--- config.mk ---
export PLATFORM = sky130hd
export DESIGN_NAME = prog_loader
export DESIGN_NICKNAME = d
export VERILOG_FILES = /design/src/rtl/prog_loader.sv
export SDC_FILE = /design/constraint.sdc
export NUM_CORES = 1
export LEC_CHECK = 0
export CELL_PAD_IN_SITES_DETAIL_PLACEMENT = 1
export CELL_PAD_IN_SITES_GLOBAL_PLACEMENT = 2
export CORE_ASPECT_RATIO = 1.1
export CORE_MARGIN = 4
export CORE_UTILIZATION = 33
export DETAILED_ROUTE_END_ITERATION = 12
export GPL_TIMING_DRIVEN = 0
export PLACE_DENSITY_LB_ADDON = 0.2
export SYNTH_ARGS = -nofsm -noshare
export SYNTH_HDL_FRONTEND = slang
export SYNTH_SLANG_ARGS = --single-unit
--- constraint.sdc ---
create_clock -name clk -period 6.8 [get_ports clk]
set_clock_uncertainty 0.15 [all_clocks]
set_input_delay 1.36 -clock clk [delete_from_list [all_inputs] [get_ports clk]]
set_output_delay 1.36 -clock clk [all_outputs]
set_load 0.005 [all_outputs]
--- src/rtl/prog_loader.sv ---
// Boot-time program loader: assembles a little-endian byte stream into 32-bit words,
// writes them through the external memory port and holds the core in reset until done.
module prog_loader #(
  parameter logic [31:0] BASE_ADDR = 32'h0000_0000,
  parameter int unsigned MAX_WORDS = 1024,
  parameter int unsigned TIMEOUT   = 100000
) (
  input  logic        clk,
  input  logic        reset,
  input  logic        start,
  input  logic        in_valid,
  input  logic [7:0]  in_data,
  output logic        in_ready,
  output logic        Ext_MemWrite,
  output logic [31:0] Ext_WriteData,
  output logic [31:0] Ext_DataAdr,
  output logic        cpu_reset,
  output logic        load_done,
  output logic        load_error
);

  typedef enum logic [2:0] {
    S_IDLE  = 3'd0,
    S_LEN   = 3'd1,
    S_DATA  = 3'd2,
    S_WRITE = 3'd3,
    S_DONE  = 3'd4,
    S_ERROR = 3'd5
  } state_t;

  localparam logic [31:0] LP_MAX_WORDS = 32'(MAX_WORDS);
  localparam logic [31:0] LP_TIMEOUT   = 32'(TIMEOUT);
  localparam bit          LP_TMO_EN    = (TIMEOUT != 0);

  state_t      r_state, w_state;
  logic [1:0]  r_bcnt, w_bcnt;
  logic [23:0] r_shift, w_shift;
  logic [31:0] r_len, w_len;
  logic [31:0] r_idx, w_idx;
  logic [31:0] r_tmo, w_tmo;
  logic        r_in_ready, w_in_ready;
  logic        r_mem_write, w_mem_write;
  logic [31:0] r_wdata, w_wdata;
  logic [31:0] r_addr, w_addr;
  logic        r_cpu_reset, w_cpu_reset;
  logic        r_done, w_done;
  logic        r_error, w_error;

  logic        w_xfer;
  logic [31:0] w_word;
  logic        w_len_bad;
  logic        w_tmo_hit;
  logic [31:0] w_idx_inc;

  // The incoming byte completes the word as its most significant byte.
  assign w_xfer    = in_valid && r_in_ready;
  assign w_word    = {in_data, r_shift};
  assign w_len_bad = (w_word == 32'd0) || (w_word > LP_MAX_WORDS);
  assign w_tmo_hit = LP_TMO_EN && !w_xfer && (r_tmo == (LP_TIMEOUT - 32'd1));
  assign w_idx_inc = r_idx + 32'd1;

  // Next-state and next-output computation for every loader register
  always_comb begin
    w_state     = r_state;
    w_bcnt      = r_bcnt;
    w_shift     = r_shift;
    w_len       = r_len;
    w_idx       = r_idx;
    w_tmo       = r_tmo;
    w_in_ready  = r_in_ready;
    w_mem_write = 1'b0;
    w_wdata     = r_wdata;
    w_addr      = r_addr;
    w_cpu_reset = r_cpu_reset;
    w_done      = r_done;
    w_error     = r_error;

    case (r_state)
      S_IDLE, S_DONE, S_ERROR: begin
        if (start) begin
          w_state     = S_LEN;
          w_in_ready  = 1'b1;
          w_cpu_reset = 1'b1;
          w_done      = 1'b0;
          w_error     = 1'b0;
          w_bcnt      = 2'd0;
          w_idx       = 32'd0;
          w_tmo       = 32'd0;
        end else begin
          w_in_ready  = 1'b0;
        end
      end
      S_LEN, S_DATA: begin
        if (w_xfer) begin
          w_tmo = 32'd0;
          if (r_bcnt == 2'd3) begin
            w_bcnt = 2'd0;
            if (r_state == S_LEN) begin
              w_len = w_word;
              w_idx = 32'd0;
              if (w_len_bad) begin
                w_state    = S_ERROR;
                w_in_ready = 1'b0;
                w_error    = 1'b1;
              end else begin
                w_state    = S_DATA;
              end
            end else begin
              // Word complete: the write strobe appears in the very next cycle.
              w_state     = S_WRITE;
              w_in_ready  = 1'b0;
              w_mem_write = 1'b1;
              w_wdata     = w_word;
              w_addr      = BASE_ADDR + {r_idx[29:0], 2'b00};
            end
          end else begin
            w_bcnt  = r_bcnt + 2'd1;
            w_shift = w_word[31:8];
          end
        end else if (w_tmo_hit) begin
          w_state    = S_ERROR;
          w_in_ready = 1'b0;
          w_error    = 1'b1;
        end else if (LP_TMO_EN) begin
          w_tmo = r_tmo + 32'd1;
        end else begin
          w_tmo = r_tmo;
        end
      end
      S_WRITE: begin
        w_idx = w_idx_inc;
        if (w_idx_inc == r_len) begin
          w_state     = S_DONE;
          w_in_ready  = 1'b0;
          w_cpu_reset = 1'b0;
          w_done      = 1'b1;
        end else begin
          w_state    = S_DATA;
          w_in_ready = 1'b1;
          w_tmo      = 32'd0;
        end
      end
      default: begin
        w_state    = S_IDLE;
        w_in_ready = 1'b0;
      end
    endcase
  end

  // State and output registers
  always_ff @(posedge clk or posedge reset) begin
    if (reset) begin
      r_state     <= S_IDLE;
      r_bcnt      <= 2'd0;
      r_shift     <= 24'd0;
      r_len       <= 32'd0;
      r_idx       <= 32'd0;
      r_tmo       <= 32'd0;
      r_in_ready  <= 1'b0;
      r_mem_write <= 1'b0;
      r_wdata     <= 32'd0;
      r_addr      <= BASE_ADDR;
      r_cpu_reset <= 1'b1;
      r_done      <= 1'b0;
      r_error     <= 1'b0;
    end else begin
      r_state     <= w_state;
      r_bcnt      <= w_bcnt;
      r_shift     <= w_shift;
      r_len       <= w_len;
      r_idx       <= w_idx;
      r_tmo       <= w_tmo;
      r_in_ready  <= w_in_ready;
      r_mem_write <= w_mem_write;
      r_wdata     <= w_wdata;
      r_addr      <= w_addr;
      r_cpu_reset <= w_cpu_reset;
      r_done      <= w_done;
      r_error     <= w_error;
    end
  end

  assign in_ready      = r_in_ready;
  assign Ext_MemWrite  = r_mem_write;
  assign Ext_WriteData = r_wdata;
  assign Ext_DataAdr   = r_addr;
  assign cpu_reset     = r_cpu_reset;
  assign load_done     = r_done;
  assign load_error    = r_error;

endmodule

==> run metrics, run 1 <==
FMAX=225 MHz; unrepaired setup endpoints after global routing=no; layout cells sized above 1=11.8%; final critical-path required period=4.45 ns; Syn Area/Cell=9.35 um^2; Clock transition at path regs=0.07 ns; top-area cell type share of the netlist area=50.1%; Post-Syn Area=9540 um^2; GPL Wtd Cong=0.812; die area=31700 um^2; CTS Hold Bufs=0; antenna diode count=0; Hold Crit Class=reg2reg; vias in the first global route=8399; outcome=complete, no violations; normalized max-slew margin=14.1%; worst setup path end=r_state[1]; Yosys reg bits=192; final WL=29400 um; Die X=170 um; area grow syn2layout=20.1%; synth unique cells=65; Seq/Total Area, Yosys=50.4%; ys flop type=dfrtp_1; final core occ=40.0%; layout filler cell count=3298; CTS tree=built; Clock Tree Buf Depth=2; via count=7921; CP max FO=8; Yosys warnings=0; CTS root buf=clkbuf_16; Design Power=3.91 mW; cell count of the worst reg-to-reg path=9; worst endpoint required time=6.91 ns; DRC viols=0; wire per inst=19.6 um; CTS sink count=192; FF-to-FF Start=r_idx[0]; final period utilization=65.5%; Hold Fails Final Rpt=0; Final setup viols=0; Slew @ Worst Pin=1.28 ns; Synth Instances=1020; initial core utilization=33.3%; GRT Util Overall=19.0%; area leader, netlist=dfrtp_1; DPL Wire Length=21000 um; FP Rows=65; total gr overflow=0; top post-synthesis cells by area=dfrtp_1 (50%), nand2_1 (10%), mux2_2 (6.7%); router iterations before antenna repair=5; PortBufs=78; most frequent cells in the layout=nand2_1 (253), dfrtp_1 (191), clkdlybuf4s50_1 (78), o21ai_0 (68), nor2_1 (65); Gates resized, CTS repair=0; global-route wire length before repair=48200 um; io pins=81; crit start category=flop; vias per inst=5.28; die height=186 um; reg-to-reg slack, setup=2.35 ns; initial antenna violation count=0; number of DRC markers in iteration 0=450; Register Area=4810 um^2; Max-Cap Viols=0; RR Endpoint=r_state[1]; largest net degree at the start of global routing=101; area of the multi-input gates=4430 um^2; Async S/R FF share, synth=100%; Post-CTS Setup Bufs=0; Leakage=5.18 nW; fin. max-slew vios=0; most common cell after layout, fill and taps aside=nand2_1; CP Capture Type=flop; Post-synth EDFFs=0; Max VDD drop=0.142 mV; CTS buffer count=17; fin nets=1134; H-tree depth=4; Setup crit start=r_idx[0]; core area=28600 um^2; Arr. time, crit path=4.56 ns; PwrDens=341 nW/um^2; Worst-Skew Late Latency=0.45 ns; Worst Setup Path Type=reg2reg; antenna viol nets, final=0
[cells in the mapped netlist, drive strengths merged (15+ instances only)]
cell	instances
xor2	15
o21ai	74
clkbuf	38
a31oi	23
xnor2	31
buf	23
nor2	65
nand3	23
nand4	27
nor3	21
nand2	254
dfrtp	191
a21oi	30
mux2	57
nor4	22
[flip-flops by register name (all words and copies together) (netlist names)]
name	cells
Ext_DataAdr	30
Ext_MemWrite	1
Ext_WriteData	32
cpu_reset	1
in_ready	1
load_done	1
load_error	1
r_bcnt	2
r_idx	32
r_len	32
r_shift	24
r_state	3
r_tmo	32
[per-layer routing]
layer  GRT usage [%]  part of all wire [%]  vias to the layer above
li1                -                     -                     3801
met3            2.90                   2.6                       27
met1            26.8                    47                     3973
met5               0                     0                        -
met4            4.36                   1.6                        0
met2            30.9                    48                      120
[worst max-delay path, cell delays in order (launching register included)]
cell and delay [ns]:
dfrtp_1 0.53, ha_1 0.35, and3_2 0.30, nand4_1 0.30, nor3_1 0.69, nand3_1 0.15, a211oi_1 0.36, nand3_1 0.41
o41ai_1 0.76, o311ai_0 0.27
[final cells by class]
type / count / area share (%)
plain buffers: 61 / 2.52
clock buffers: 17 / 3.71
well taps: 368 / 4.02
inverters: 4 / 0.197
repair buffers: 79 / 7.06
flip-flops and latches: 192 / 42.0
multi-input cells: 764 / 38.7
clock inverters: 15 / 1.85
[logic make-up after synthesis]
family / synth area share (%)
DFF: 50.4
muxes: 6.94
adders and majority gates: 0.394
other: 0.0393
AOI/OAI and AO/OA: 12.1
and+or+nand+nor: 22.7
xor gates and xnor gates: 4.22
buffers and inverters: 3.19
[metrics by stage]
step	hold WS, ns	instances	setup WS [ns]	cell area, um^2	TNS [ns]
2_1_floorplan	0.306	1021	0.0645	9540	0
3_3_place_gp	0.306	1467	-3.00	10800	-570.57
3_5_place_dp	0.312	1468	2.23	10800	0
4_1_cts	0.331	1500	2.20	11500	0
5_1_grt	0.359	1500	2.03	11500	0
6_report	0.325	1500	2.35	11500	0
[where the power goes]
group / internal, mW / leakage, nW / switching [mW]
clock: 0.538 / 0.303 / 0.533
combinational: 0.504 / 2.26 / 0.736
sequential: 1.34 / 2.61 / 0.252
[how the worst min path moves through the flow]
stage	from	end	slack, ns	cells after the start
3_3_place_gp	Ext_DataAdr[22]	Ext_DataAdr[22]	0.31	2
5_1_grt	Ext_DataAdr[25]	Ext_DataAdr[25]	0.36	2
2_1_floorplan	r_bcnt[0]	r_bcnt[0]	0.31	1
4_1_cts	Ext_DataAdr[22]	Ext_DataAdr[22]	0.33	2
3_5_place_dp	Ext_DataAdr[22]	Ext_DataAdr[22]	0.31	2
6_report	Ext_DataAdr[8]	Ext_DataAdr[8]	0.33	2
(Power assumes the default switching activity.)
==> run 2: changes to the inputs <==
--- a/config.mk
+++ b/config.mk
@@ -9,7 +9,7 @@
 export CELL_PAD_IN_SITES_GLOBAL_PLACEMENT = 2
 export CORE_ASPECT_RATIO = 1.1
 export CORE_MARGIN = 4
-export CORE_UTILIZATION = 33
+export CORE_UTILIZATION = 37
 export DETAILED_ROUTE_END_ITERATION = 12
 export GPL_TIMING_DRIVEN = 0
 export PLACE_DENSITY_LB_ADDON = 0.2
==> constraint.sdc (replaced) <==
create_clock -name clk -period 4.1 [get_ports clk]
set_clock_uncertainty 0.15 [all_clocks]
set_input_delay 0.82 -clock clk [delete_from_list [all_inputs] [get_ports clk]]
set_output_delay 0.82 -clock clk [all_outputs]
set_load 0.005 [all_outputs]
==> run 2 against run 1 <==
Core utilization increased by 5.4 points. Sequential share of layout area shrank 0.17 points. Clock power increased by 63%. First-iteration DRC count shrank 19%. Critical endpoint is now r_tmo[19]. Via count up 1.2%. Fmax up 14%. Critical path type unchanged. Routed wire length fell by 0.97%. Critical path depth up 3. Register-to-register slack got worse by 2.2 ns. Largest cell class unchanged.
==> run metrics, run 2 (synthesis gave the netlist of run 1 again) <==
CTS tree=built; Max-Cap Viols=0 (unchanged); CTS buffer count=17 (unchanged); fin nets=1138 (+0.35%); Slew @ Worst Pin=1.24 ns (-0.0364 ns); Arr. time, crit path=4.13 ns (-0.43 ns); vias per inst=5.41 (+2.5%); Hold Crit Depth=2 (unchanged); global-route wire length before repair=47900 um (-0.61%); initial core utilization=37.6% (+4.3 points); DRC viols=0 (unchanged); worst endpoint required time=4.31 ns (-2.60 ns); PwrDens=566 nW/um^2 (+66%); pre-CTS setup slack=-0.256 ns (-2.49 ns); Max VDD drop=0.282 mV (+98%); dpl cells=1450 (-1.2%); final WL=29100 um (-0.97%); GPL Wtd Cong=0.890 (+9.6%); layout filler cell count=2974 (-9.8%); PortBufs=78 (unchanged); final period utilization=95.6% (+30 points); area of the multi-input gates=4470 um^2 (+0.82%); Clock transition at path regs=0.07 ns (about the same); total gr overflow=0 (unchanged); Leakage=5.22 nW (+0.85%); antenna diode count=0 (unchanged); Final setup viols=0 (unchanged); most frequent cells in the layout=nand2_1 (253), dfrtp_1 (191), clkdlybuf4s50_1 (78), o21ai_0 (68), nor2_1 (65); H-tree depth=4 (unchanged); FMAX=255 MHz (+14%); normalized max-slew margin=16.5% (+2.4 points); Worst-Skew Late Latency=0.45 ns (about the same); io pins=81 (unchanged); core area=25300 um^2 (-11%); router iterations before antenna repair=5 (unchanged); Register Area=4810 um^2 (unchanged); CP Capture Type=flop; Design Power=6.51 mW (+66%); die height=176 um (-5.3%); Worst Setup Path Type=reg2reg; FP Rows=61 (-6.2%); via count=8019 (+1.2%); Hold Crit Class=reg2reg; unrepaired setup endpoints after global routing=no; GRT Util Overall=21.2% (+2.2 points); final critical-path required period=3.92 ns (-0.534 ns); cell count of the worst reg-to-reg path=12 (+3); largest net degree at the start of global routing=41 (-59%); wire per inst=19.7 um (+0.30%); setup_tns=0 ns (unchanged); CTS Hold Bufs=0 (unchanged); fin. max-slew vios=0 (unchanged); CTS sink count=192 (unchanged); Die X=161 um (-5.3%); outcome=complete, no violations; CTS root buf=clkbuf_16; DPL Wire Length=21000 um (-0.10%); Hold Fails Final Rpt=0 (unchanged); Non-Filler Instances=1481 (-1.3%); antenna viol nets, final=0 (unchanged); most common cell after layout, fill and taps aside=nand2_1; die area=28400 um^2 (-10%); Clock Tree Buf Depth=2 (unchanged); area grow syn2layout=20.6%; number of DRC markers in iteration 0=365 (-19%); initial antenna violation count=0 (unchanged); crit start category=flop; layout cells sized above 1=12.7% (+0.85 points); slack of the critical path=0.182 ns (-2.17 ns); vias in the first global route=8438 (+0.46%); CP max FO=10 (+2)
run 2: critical path, stage by stage (launching register included):
cell and delay, ns:
dfrtp_1 0.51, ha_1 0.33, and3_2 0.29, nand4_1 0.10, buf_4 0.21, or4_1 0.57, a22oi_1 0.20, nand4_1 0.20
or4_4 0.64, o21ai_2 0.22, buf_4 0.23, nor2_1 0.07, mux2i_1 0.13
run 2: final timing paths:
path / start / endpoint / slack [ns]
worst min register to register: Ext_DataAdr[20] / Ext_DataAdr[20] / 0.32
max in group asynchronous: reset / Ext_WriteData[19] / 2.17
min in group asynchronous: reset / Ext_MemWrite / 0.57
worst min-delay path: Ext_DataAdr[20] / Ext_DataAdr[20] / 0.32
worst max-delay path: r_idx[0] / r_tmo[19] / 0.18
worst max register to register: r_idx[0] / r_tmo[19] / 0.18
run 2: timing repair:
action | CTS | global route
setup endpoints to repair | 3 | 34
setup buffers | 0 | 1
pin swaps | 0 | 1
gates resized for setup | 2 | 6
run 2: through the flow:
| stage | hold WS [ns] | cell area [um^2] | utilization [%] |
|---|---|---|---|
| 4_1_cts | 0.330 | 11500 | 45.3 |
| 3_5_place_dp | 0.312 | 10900 | 42.9 |
| 5_1_grt | 0.349 | 11500 | 45.4 |
| 3_3_place_gp | 0.308 | 10800 | 42.5 |
| 2_1_floorplan | 0.306 | 9550 | - |
| 6_report | 0.323 | 11500 | 45.4 |
run 2: power by group:
part	switching, mW	internal [mW]
combinational	1.26	0.851
sequential	0.425	2.23
clock	0.763	0.975
run 2: area by class of cell:
cell class                      instances  area share (%)
Clock buffer                           18            3.82
Tap cell                              346            3.76
Sequential cell                       192            41.8
Multi-Input combinational cell        764            38.9
Buffer                                 60            2.49
Timing Repair Buffer                   84            7.72
Inverter                                4           0.163
Clock inverter                         13            1.40
run 2: layer usage:
layer | global-route usage (%) | wire [um]
met1 | 28.6 | 13500
met2 | 36.0 | 14300
met3 | 2.92 | 728
met4 | 6.04 | 616
met5 | 0 | 0
==> run 3: changes to the inputs <==
--- a/config.mk
+++ b/config.mk
@@ -9,7 +9,8 @@
 export CELL_PAD_IN_SITES_GLOBAL_PLACEMENT = 2
 export CORE_ASPECT_RATIO = 1.1
 export CORE_MARGIN = 4
-export CORE_UTILIZATION = 37
+export CORE_UTILIZATION = 38
+export CTS_BUF_LIST = sky130_fd_sc_hd__clkbuf_8
 export DETAILED_ROUTE_END_ITERATION = 12
 export GPL_TIMING_DRIVEN = 0
 export PLACE_DENSITY_LB_ADDON = 0.2
==> run 3 against run 2 <==
Core utilization rose by 0.55 points. Fmax rose by 0.79%. Clock-buffer cell count fell by 1. Critical path type unchanged.
==> run metrics, run 3 (synthesis gave the netlist of run 1 again) <==
FF-to-FF Start=r_idx[1]; global-route wire length before repair=47100 um (-1.6%); io pins=81 (unchanged); most common cell after layout, fill and taps aside=nand2_1; Max VDD drop=0.259 mV (-8.2%); slowest cell on the critical path=or4_4; antenna viol nets, final=0 (unchanged); CP Capture Type=flop; Clock Power Share=23.0% (-3.7 points); layout cells sized above 1=12.8% (+0.066 points); via count=8045 (+0.32%); delay-heaviest family, CP=simple AND/OR/NAND/NOR gates; reg-to-reg slack, setup=0.21 ns (+0.03 ns); fin. max-slew vios=0 (unchanged); CTS buffer count=17 (unchanged); FMAX=257 MHz (+0.79%); Internal Power=3.62 mW (-11%); FP Rows=60 (-1.6%); most frequent cells in the layout=nand2_1 (253), dfrtp_1 (190), clkdlybuf4s50_1 (78), o21ai_0 (68), nor2_1 (65); CP max FO=10 (unchanged); H-tree depth=4 (unchanged); design area=11300 um^2 (-1.6%); slack of the critical path=0.213 ns (+0.0306 ns); initial antenna violation count=0 (unchanged); area grow syn2layout=18.6%; Hold EP=Ext_DataAdr[16]; Clock Tree Buf Depth=2 (unchanged); Hold Crit Depth=2 (unchanged); final critical-path required period=3.89 ns (-0.0306 ns); final WL=28700 um (-1.5%); setup_tns=0 ns (unchanged); Crit path largest cell delay=0.65 ns (about the same); wire per inst=19.8 um (+0.82%); Hold Crit Class=reg2reg; pre-CTS setup slack=-0.118 ns (+0.138 ns); fin nets=1139 (+0.088%); switch share=41.0% (+3.4 points); GPL Wtd Cong=0.847 (-4.8%); outcome=complete, no violations; number of DRC markers in iteration 0=427 (+17%); Max-Cap Viols=0 (unchanged); die height=174 um (-1.3%); Slew @ Worst Pin=1.25 ns (+0.00717 ns); Worst-Skew Late Latency=0.50 ns (+0.05 ns); CTS Hold Bufs=0 (unchanged); GRT Util Overall=21.2% (-0.033 points); CTS root buf=clkbuf_8; Clock transition at path regs=0.11 ns (+0.04 ns); HP Start=Ext_DataAdr[16]; combinational share of power=33.6% (+1.1 points); RR Endpoint=r_tmo[26]; Leakage=5.13 nW (-1.7%); vias in the first global route=8264 (-2.1%); CTS sink count=192 (unchanged); sequential share of power=43.4% (+2.6 points); Worst Setup Path Type=reg2reg; vias per inst=5.56 (+2.7%); Die X=159 um (-1.3%); PortBufs=78 (unchanged); Switch Pwr=2.52 mW (+3.0%); hold_ws=0.331 ns (+0.00775 ns); Final setup viols=0 (unchanged); DPL Wire Length=20700 um (-1.3%); largest net degree at the start of global routing=40 (-2.4%); total gr overflow=0 (unchanged); die area=27700 um^2 (-2.5%); normalized max-slew margin=16.1% (-0.48 points); Hold Fails Final Rpt=0 (unchanged); Arr. time, crit path=4.14 ns (about the same); CP Buf/Inv Count=1 (-1); Post-Place Cell Area=10800 um^2 (-0.41%); final period utilization=94.8% (-0.75 points); antenna diode count=0 (unchanged); initial core utilization=38.7% (+1.1 points); crit start category=flop; router iterations before antenna repair=5 (unchanged); core area=24600 um^2 (-2.8%); DRC viols=0 (unchanged); CP cell instances=ha_1 -> and3_2 -> nand4_1 -> or4_1 -> a22oi_1 -> nand4_1 -> or4_4 -> o21ai_2 -> buf_4 -> o21ai_0 -> o21ai_0; worst endpoint required time=4.35 ns (+0.04 ns); cell count of the worst reg-to-reg path=11 (-1); PwrDens=543 nW/um^2 (-4.0%); CTS tree=built
[run 3: cell types whose count changed in the layout (fill, tap and decap cells not counted), sizes merged]
cell and delta:
inv +6, clkinvlp -3, bufinv -2, clkinv +1
[run 3: layer usage]
layer	global-route usage, %	vias up	share of wire (%)
li1	-	3788	-
met1	29.8	4114	48
met2	35.2	127	49
met3	2.70	16	2.4
met4	4.70	0	0.98
met5	0	-	0
[run 3: layout make-up]
cell class,instances,area (um^2)
Clock buffer,17,234
Clock inverter,15,225
Sequential cell,192,4810
Multi-Input combinational cell,764,4460
Fill cell,2846,13300
Tap cell,310,388
Buffer,61,289
Timing Repair Buffer,84,888
Inverter,4,18.8
[run 3: power by group through the flow]
stage | registers (mW) | logic, mW | clock network (mW)
2_1_floorplan | 2.49 | 1.41 | 0
3_3_place_gp | 2.68 | 2.01 | 0
3_5_place_dp | 2.69 | 2.07 | 0
4_1_cts | 2.66 | 2.08 | 1.44
5_1_grt | 2.71 | 2.28 | 1.53
6_report | 2.67 | 2.07 | 1.41
[run 3: tightest hold or removal path, delay by kind of cell (launching register included)]
kind	cells	cell delay, ns
DFF	1	0.36
and+or+nand+nor	2	0.10
[run 3: how the worst max path moves through the flow]
stage	startpoint	end	slack (ns)	cells past startpoint
detailed placement	r_idx[0]	r_state[1]	-0.12	9
global placement	reset	Ext_WriteData[21]	-1.10	2
finish	r_idx[1]	r_tmo[26]	0.21	11
CTS	r_idx[0]	r_state[1]	0.07	10
floorplan	reset	Ext_DataAdr[10]	0.65	1
global route	r_idx[1]	r_tmo[18]	-0.04	12
[run 3: metrics by stage]
step           instances  utilization [%]  total power [mW]
6_report            1447             45.9              6.14
5_1_grt             1447             45.9              6.51
4_1_cts             1446             45.8              6.18
3_5_place_dp        1414             43.9              4.76
3_3_place_gp        1409             43.5              4.69
2_1_floorplan       1021                -              3.91
[run 3: repair_timing]
item | CTS | global route
resized for setup | 1 | 5
pin swaps | 0 | 1
setup buffers | 0 | 1
gates cloned | 0 | 0
setup endpoints to repair | 1 | 34
